### config.mk
export PLATFORM = sky130hd
export DESIGN_NAME = camera_capture_v2
export DESIGN_NICKNAME = d
export VERILOG_FILES = /design/src/rtl/camera_pkg.sv /design/src/rtl/cam_pin_sync.sv /design/src/rtl/camera_capture_v2.sv
export SDC_FILE = /design/constraint.sdc
export NUM_CORES = 1
export LEC_CHECK = 0
export BUFFER_PORTS_ARGS = -buffer_cell sky130_fd_sc_hd__buf_4
export CAP_MARGIN = 0
export CELL_PAD_IN_SITES_DETAIL_PLACEMENT = 1
export CELL_PAD_IN_SITES_GLOBAL_PLACEMENT = 2
export CORE_ASPECT_RATIO = 1.4
export CORE_MARGIN = 3
export CORE_UTILIZATION = 35
export CTS_BUF_LIST = sky130_fd_sc_hd__clkbuf_4 sky130_fd_sc_hd__clkbuf_8 sky130_fd_sc_hd__clkbuf_16
export CTS_CLUSTER_DIAMETER = 50
export DETAILED_ROUTE_END_ITERATION = 8
export HOLD_SLACK_MARGIN = 0.06
export PLACE_DENSITY_LB_ADDON = 0.1
export SLEW_MARGIN = 20
export SYNTH_ARGS = -nofsm -noshare
export SYNTH_HDL_FRONTEND = slang
export SYNTH_SLANG_ARGS = --single-unit
### constraint.sdc
create_clock -name HCLK -period 3.9 [get_ports HCLK]
set_input_delay 0.585 -clock HCLK [delete_from_list [all_inputs] [get_ports HCLK]]
set_output_delay 0.585 -clock HCLK [all_outputs]
set_load 0.02 [all_outputs]
### src/rtl/camera_pkg.sv
// rtl/camera_pkg.sv - shared FSM encoding and geometry helpers for the camera capture path
package camera_pkg;

    typedef enum logic [2:0] {
        ST_IDLE,
        ST_ARM,
        ST_SYNC,
        ST_CAPTURE,
        ST_DONE
    } cap_state_e;

    function automatic int clog2(input int value);
        int r;
        for (r = 0; (1 << r) < value; r++) begin
        end
        return r;
    endfunction

    function automatic int pix_w(input int data_w, input int bytes_per_pix);
        return data_w * bytes_per_pix;
    endfunction

    function automatic int pix_per_word(input int word_w, input int data_w, input int bytes_per_pix);
        return word_w / (data_w * bytes_per_pix);
    endfunction

endpackage

### src/rtl/cam_pin_sync.sv
// rtl/cam_pin_sync.sv - camera pin synchroniser with PCLK rising-edge strobe
module cam_pin_sync #(
    parameter int DATA_W = 8
) (
    input  logic              clk_i,
    input  logic              reset_i,
    input  logic              pclk_i,
    input  logic              vsync_i,
    input  logic              href_i,
    input  logic [DATA_W-1:0] data_i,
    output logic              stb_o,
    output logic              vsync_o,
    output logic              href_o,
    output logic [DATA_W-1:0] data_o
);

    logic [2:0]        pclk_q;
    logic [1:0]        vsync_q;
    logic [1:0]        href_q;
    logic [DATA_W-1:0] data_s1_q;
    logic [DATA_W-1:0] data_s2_q;

    always_ff @(posedge clk_i) begin
        if (reset_i) begin
            pclk_q    <= '0;
            vsync_q   <= '0;
            href_q    <= '0;
            data_s1_q <= '0;
            data_s2_q <= '0;
        end else begin
            pclk_q    <= {pclk_q[1:0], pclk_i};
            vsync_q   <= {vsync_q[0], vsync_i};
            href_q    <= {href_q[0], href_i};
            data_s1_q <= data_i;
            data_s2_q <= data_s1_q;
        end
    end

    // pclk_q[1] is stage 2 (aligned with the other pins), pclk_q[2] is the extra edge-detect stage
    assign stb_o   = pclk_q[1] & ~pclk_q[2];
    assign vsync_o = vsync_q[1];
    assign href_o  = href_q[1];
    assign data_o  = data_s2_q;

endmodule

### src/rtl/camera_capture_v2.sv
// rtl/camera_capture_v2.sv - camera frame capture: pixel assembly, word packing, capture FSM
module camera_capture_v2
    import camera_pkg::*;
#(
    parameter int DATA_W        = 8,
    parameter int BYTES_PER_PIX = 2,
    parameter int WORD_W        = 32,
    parameter int DEPTH         = 38400,
    parameter int ADDR_W        = 16
) (
    input  logic              HCLK,
    input  logic              HRESET,
    input  logic              cap_start,
    input  logic              cap_continuous,
    input  logic              cap_stop,
    input  logic              cap_ack,
    input  logic              cam_pclk,
    input  logic              cam_vsync,
    input  logic              cam_href,
    input  logic [DATA_W-1:0] cam_data,
    output logic              ram_we,
    output logic [ADDR_W-1:0] ram_addr,
    output logic [WORD_W-1:0] ram_wdata,
    output logic              cap_busy,
    output logic              cap_done,
    output logic              frame_pulse,
    output logic              cap_overflow,
    output logic [ADDR_W:0]   frame_words
);

    localparam int PIX_W  = pix_w(DATA_W, BYTES_PER_PIX);
    localparam int PPW    = pix_per_word(WORD_W, DATA_W, BYTES_PER_PIX);
    localparam int BC_W   = clog2(BYTES_PER_PIX + 1);
    localparam int LANE_W = clog2(PPW + 1);
    localparam int IDX_W  = ADDR_W + 1;

    logic              stb;
    logic              vsync_s;
    logic              href_s;
    logic [DATA_W-1:0] data_s;

    cap_state_e        state_q, state_d;
    logic              cont_q, cont_d;
    logic              stop_q, stop_d;
    logic              flush_q, flush_d;
    logic              drop_q, drop_d;
    logic [BC_W-1:0]   byte_cnt_q, byte_cnt_d;
    logic [LANE_W-1:0] lane_q, lane_d;
    logic [PIX_W-1:0]  pix_q, pix_d;
    logic [WORD_W-1:0] word_q, word_d;
    logic [IDX_W-1:0]  idx_q, idx_d;
    logic              ram_we_q, ram_we_d;
    logic [WORD_W-1:0] ram_wdata_q, ram_wdata_d;
    logic              frame_pulse_q, frame_pulse_d;
    logic              overflow_q, overflow_d;
    logic [IDX_W-1:0]  frame_words_q, frame_words_d;

    logic [PIX_W-1:0]  pix_next;
    logic [WORD_W-1:0] word_ins;
    logic [IDX_W-1:0]  words_now;
    logic              finish;

    cam_pin_sync #(.DATA_W(DATA_W)) u_pin_sync (
        .clk_i   (HCLK),
        .reset_i (HRESET),
        .pclk_i  (cam_pclk),
        .vsync_i (cam_vsync),
        .href_i  (cam_href),
        .data_i  (cam_data),
        .stb_o   (stb),
        .vsync_o (vsync_s),
        .href_o  (href_s),
        .data_o  (data_s)
    );

    // Earlier bytes shift toward the MSBs, so the first byte of a pixel ends up on top
    assign pix_next  = PIX_W'({pix_q, data_s});
    assign word_ins  = word_q | (WORD_W'(pix_next) << (int'(lane_q) * PIX_W));
    // A write issued last cycle has not yet advanced idx_q
    assign words_now = idx_q + IDX_W'(ram_we_q);

    always_comb begin
        state_d       = state_q;
        cont_d        = cont_q;
        stop_d        = stop_q;
        flush_d       = flush_q;
        drop_d        = drop_q;
        byte_cnt_d    = byte_cnt_q;
        lane_d        = lane_q;
        pix_d         = pix_q;
        word_d        = word_q;
        idx_d         = words_now;
        ram_we_d      = 1'b0;
        ram_wdata_d   = ram_wdata_q;
        frame_pulse_d = 1'b0;
        overflow_d    = overflow_q;
        frame_words_d = frame_words_q;
        finish        = 1'b0;

        case (state_q)
            ST_IDLE: begin
                if (cap_start) begin
                    state_d    = ST_ARM;
                    cont_d     = cap_continuous;
                    stop_d     = 1'b0;
                    overflow_d = 1'b0;
                end
            end
            ST_ARM: begin
                if (cap_stop) begin
                    state_d = ST_IDLE;
                end else if (vsync_s) begin
                    state_d = ST_SYNC;
                end
            end
            ST_SYNC: begin
                if (cap_stop) begin
                    state_d = ST_IDLE;
                end else if (!vsync_s) begin
                    state_d    = ST_CAPTURE;
                    idx_d      = '0;
                    lane_d     = '0;
                    byte_cnt_d = '0;
                    pix_d      = '0;
                    word_d     = '0;
                    drop_d     = 1'b0;
                end
            end
            ST_CAPTURE: begin
                if (cap_stop) begin
                    stop_d = 1'b1;
                end
                if (flush_q) begin
                    finish = 1'b1;
                end else if (vsync_s) begin
                    if (lane_q != '0 && !drop_q) begin
                        if (words_now < IDX_W'(DEPTH)) begin
                            ram_we_d    = 1'b1;
                            ram_wdata_d = word_q;
                            flush_d     = 1'b1;
                        end else begin
                            overflow_d = 1'b1;
                            finish     = 1'b1;
                        end
                    end else begin
                        finish = 1'b1;
                    end
                end else if (!href_s) begin
                    byte_cnt_d = '0;
                end else if (stb && !drop_q) begin
                    pix_d = pix_next;
                    if (byte_cnt_q == BC_W'(BYTES_PER_PIX - 1)) begin
                        byte_cnt_d = '0;
                        if (lane_q == LANE_W'(PPW - 1)) begin
                            lane_d = '0;
                            word_d = '0;
                            if (idx_q < IDX_W'(DEPTH)) begin
                                ram_we_d    = 1'b1;
                                ram_wdata_d = word_ins;
                            end else begin
                                overflow_d = 1'b1;
                                drop_d     = 1'b1;
                            end
                        end else begin
                            lane_d = lane_q + LANE_W'(1);
                            word_d = word_ins;
                        end
                    end else begin
                        byte_cnt_d = byte_cnt_q + BC_W'(1);
                    end
                end
                if (finish) begin
                    flush_d       = 1'b0;
                    frame_words_d = words_now;
                    frame_pulse_d = 1'b1;
                    if (!cont_q || stop_q || cap_stop) begin
                        state_d = ST_DONE;
                    end else begin
                        state_d = ST_SYNC;
                        idx_d   = '0;
                    end
                end
            end
            ST_DONE: begin
                if (cap_start) begin
                    state_d    = ST_ARM;
                    cont_d     = cap_continuous;
                    stop_d     = 1'b0;
                    overflow_d = 1'b0;
                end else if (cap_ack) begin
                    state_d = ST_IDLE;
                end
            end
            default: begin
                state_d = ST_IDLE;
            end
        endcase
    end

    always_ff @(posedge HCLK) begin
        if (HRESET) begin
            state_q       <= ST_IDLE;
            cont_q        <= 1'b0;
            stop_q        <= 1'b0;
            flush_q       <= 1'b0;
            drop_q        <= 1'b0;
            byte_cnt_q    <= '0;
            lane_q        <= '0;
            pix_q         <= '0;
            word_q        <= '0;
            idx_q         <= '0;
            ram_we_q      <= 1'b0;
            ram_wdata_q   <= '0;
            frame_pulse_q <= 1'b0;
            overflow_q    <= 1'b0;
            frame_words_q <= '0;
        end else begin
            state_q       <= state_d;
            cont_q        <= cont_d;
            stop_q        <= stop_d;
            flush_q       <= flush_d;
            drop_q        <= drop_d;
            byte_cnt_q    <= byte_cnt_d;
            lane_q        <= lane_d;
            pix_q         <= pix_d;
            word_q        <= word_d;
            idx_q         <= idx_d;
            ram_we_q      <= ram_we_d;
            ram_wdata_q   <= ram_wdata_d;
            frame_pulse_q <= frame_pulse_d;
            overflow_q    <= overflow_d;
            frame_words_q <= frame_words_d;
        end
    end

    assign ram_we       = ram_we_q;
    assign ram_addr     = idx_q[ADDR_W-1:0];
    assign ram_wdata    = ram_wdata_q;
    assign cap_busy     = (state_q == ST_ARM) || (state_q == ST_SYNC) || (state_q == ST_CAPTURE);
    assign cap_done     = (state_q == ST_DONE);
    assign frame_pulse  = frame_pulse_q;
    assign cap_overflow = overflow_q;
    assign frame_words  = frame_words_q;

endmodule

==> metrics.yaml <==
dpl.hpwl_um: 11390
synthFlopType: "dfxtp_1"
cts-resized-gates: 0
post_synth_most_frequent_cells: "143 x dfxtp_1, 68 x a21oi_1, 58 x nor2b_1, 55 x nor2_1, 39 x o21ai_0"
dr.max_layer_used: "met4"
seq_power_share_pct: 47.7
post-synth-top-area-cell: "dfxtp_1"
synth_edf_count: 0
core_mm2: 0.01638
vias: 4788
grt_pass1_vias: 4876
capture_instance_of_the_worst_register_to_register_path: "ram_wdata[9]"
floorplan.io_pins: 87
drt_wl_total_um: 16370
post_synth_main_area_contributors: "dfxtp_1 48%, nor2b_1 6.1%, a21oi_1 5.8%"
layout_setup_ws_ns: 0.8572
first_pass_grt_wire_length_um: 26400
viasPerCell: 5.267
post-place-cells: 878
drtIter0Drc: 178
synth.most_common_cell: "dfxtp_1"
grt_antenna_before_repair: 0
path_clk_slew_ns: 0.06
met3WireLength_um: 490
clock_skew_ns: 0.009293
critical_path.most_common_cell: "ha_1"
status: "finished, final reports clean"
final-hold-violation-count: 0
path_max_fanout: 64
worstSetupPathType: "flip-flop to flip-flop"
fin_setup_tns_ns: 0
rr_worst_depth: 9
final_global_route_overflow_total: 0
placementRows: 55
grtUsageTotal_pct: 18.18
post_cts_buffers: 0
power.share.combinational_pct: 4.6
area_delta_synth_final_pct: 20.06
relSlewSlack_pct: 31.30
synth_sequential_area_ratio_pct: 48.45
tritoncts.num_buffers: 17
ir_drop_uv: 242.6
grt_setup_unrepaired: "no"
power.leakage_nw: 2.795
reg_to_reg_startpoint: "ram_we"
die_w_um: 115.8
total_switching_power_mw: 0.7893
proportion_of_layout_cells_with_a_drive_suffix_above_1_pct: 21.13
ys.warnings.count: 0
final_period_minus_worst_setup_slack_ns: 3.043
worst_slew_pin_slew_ns: 1.027
fmax_mhz: 328.6
post-layout-total-power_mw: 3.137
clk_latency_ns: 0.43
min_delay_path_depth: 2
hold_slack_ns: 0.3662
worstPathCellList: "ha_1 > ha_1 > nand3_1 > nor4_2 > xnor2_1 > nand4_1 > o21a_2 > buf_4 > o41ai_1"
p_int_mw: 2.347
tritoncts_num_sinks: 143
num_antenna_cells: 0
cts_tree: "built"
finalNonFillerCells: 909
power_frac_clock_pct: 47.7
powerDensity_mw_per_mm2: 442.2
hold-path-endpoint: "u_pin_sync.data_s1_q[2]"
slew_violations: 0
swShare_pct: 25.17
hold_buffers: 0
min-delay-path-class: "primary input to flip-flop"
synth_cell_types: 50
floorplan.die.height_um: 159.7
synthesis.area_mm2: 0.005908
finalWeightedCongestion: 0.8348
synth-seq-cells: 143
timing.final.crit_share_pct: 78.02
netlist_instances: 646
cts.root.buffer_cell: "clkbuf_16"
first_pass_iters: 4
cp-end-kind: "flip-flop"
critPathLaunchType: "flip-flop"
wl_per_cell_um: 18.01
die_area_mm2: 0.01850
maximum_count_of_clock_buffers_along_a_single_path: 2
finish.net_count: 718
syn_nets: 666
met1_routed_length_um: 6594
detailedPlace.worstSlack_ns: 0.8723
worst_ep_required_time_ns: 4.21
netlist.area_leader.share_pct: 48.45
detailroute.wirelength.met2_um: 9022
fillerInstances: 1906
initial_utilization_pct: 36.07
grt_max_degree: 67
hold_path.startpoint: "cam_data[2]"
async_flop_share_pct: 0
worstPathArrival_ns: 3.35
cap_viol_max_count: 0
antenna_left: 0
count_of_unresolved_drc_violations_after_routing: 0
syn-mean-instance-area_um2: 9.146
critical-path-slowest-cell: "o41ai_1"
slowest_stage_delay_on_critical_path_ns: 0.45
timing.final.setup_violations: 0
r2r_slack_ns: 0.86
cts_htree_levels: 4
port-buffer-count: 86
==> cells by family after synthesis <==
family / after synthesis / share of synthesized area (%)
flops: 143 / 48.45
fa+ha+maj: 3 / 0.6354
compound gates: 160 / 17.22
mux: 18 / 3.071
xor+xnor: 14 / 2.075
buf+inv: 62 / 5.358
simple gates: 246 / 23.19
==> through the flow <==
step / util [%] / area [µm²]
floorplan: - / 5908
global placement: 39.99 / 6550
detailed placement: 39.99 / 6550
CTS: 43.28 / 7088
global route: 43.31 / 7093
finish: 43.31 / 7093
==> layer usage <==
layer	global-route usage (%)	up-vias
li1	-	2338
met1	20.63	2346
met2	33.26	85
met3	3.260	19
met4	6.544	0
met5	0	-
==> layout make-up <==
type	instances	area [µm²]	area share, %
timing repair buffer	93	698.2	9.843
inverter	2	7.507	0.1058
clock buffer	17	425.4	5.998
sequential	143	2863	40.36
clock inverter	14	112.6	1.588
tap	199	249.0	3.510
multi-input combinational	441	2738	38.60
==> cell usage in the layout (no fill, tap or decap), types with 5 or more instances in the layout <==
cell       count
dfxtp_1      143
buf_4         93
a21oi_1       68
nor2b_1       58
nor2_1        55
o21ai_0       39
o41ai_1       32
nand2b_1      29
nand2_1       25
and2_1        20
mux2i_1       17
clkbuf_16     17
nand3_1       15
xnor2_1       11
or2_2          9
nor3_1         6
nor4_1         6
nand4_1        5
==> power groups by stage <==
stage / registers [mW] / logic (mW) / clock network, mW
3_5_place_dp: 1.53 / 0.147 / 0
6_report: 1.50 / 0.145 / 1.50
3_3_place_gp: 1.53 / 0.142 / 0
5_1_grt: 1.50 / 0.162 / 1.60
4_1_cts: 1.50 / 0.148 / 1.53
2_1_floorplan: 1.52 / 0.107 / 0
==> worst max-delay path: cells and delay by family (launching register included) <==
| family | cells | cell delay, ns |
|---|---|---|
| AND/OR/NAND/NOR | 3 | 0.73 |
| AO/OA/AOI/OAI | 2 | 0.73 |
| adder cells (fa/ha/maj) | 2 | 0.50 |
| flip-flops | 1 | 0.34 |
| buffers and inverters | 1 | 0.32 |
| XOR/XNOR | 1 | 0.30 |
==> sequential cells by signal, indices dropped and copies added (netlist names), 8 cells and up <==
signal and flops:
ram_wdata 32, idx_q 17, word_q 32, u_pin_sync.data_o 8, pix_q 8, u_pin_sync.data_s1_q 8, frame_words 17
==> worst max-delay path by stage <==
stage,from,endpoint,depth (start not counted)
2_1_floorplan,ram_we,frame_words[10],11
4_1_cts,ram_we,frame_words[3],9
3_3_place_gp,ram_we,frame_words[9],9
5_1_grt,ram_we,ram_wdata[27],9
3_5_place_dp,ram_we,frame_words[3],9
6_report,ram_we,ram_wdata[9],9
Note: power is estimated with default switching activity, not from simulation.
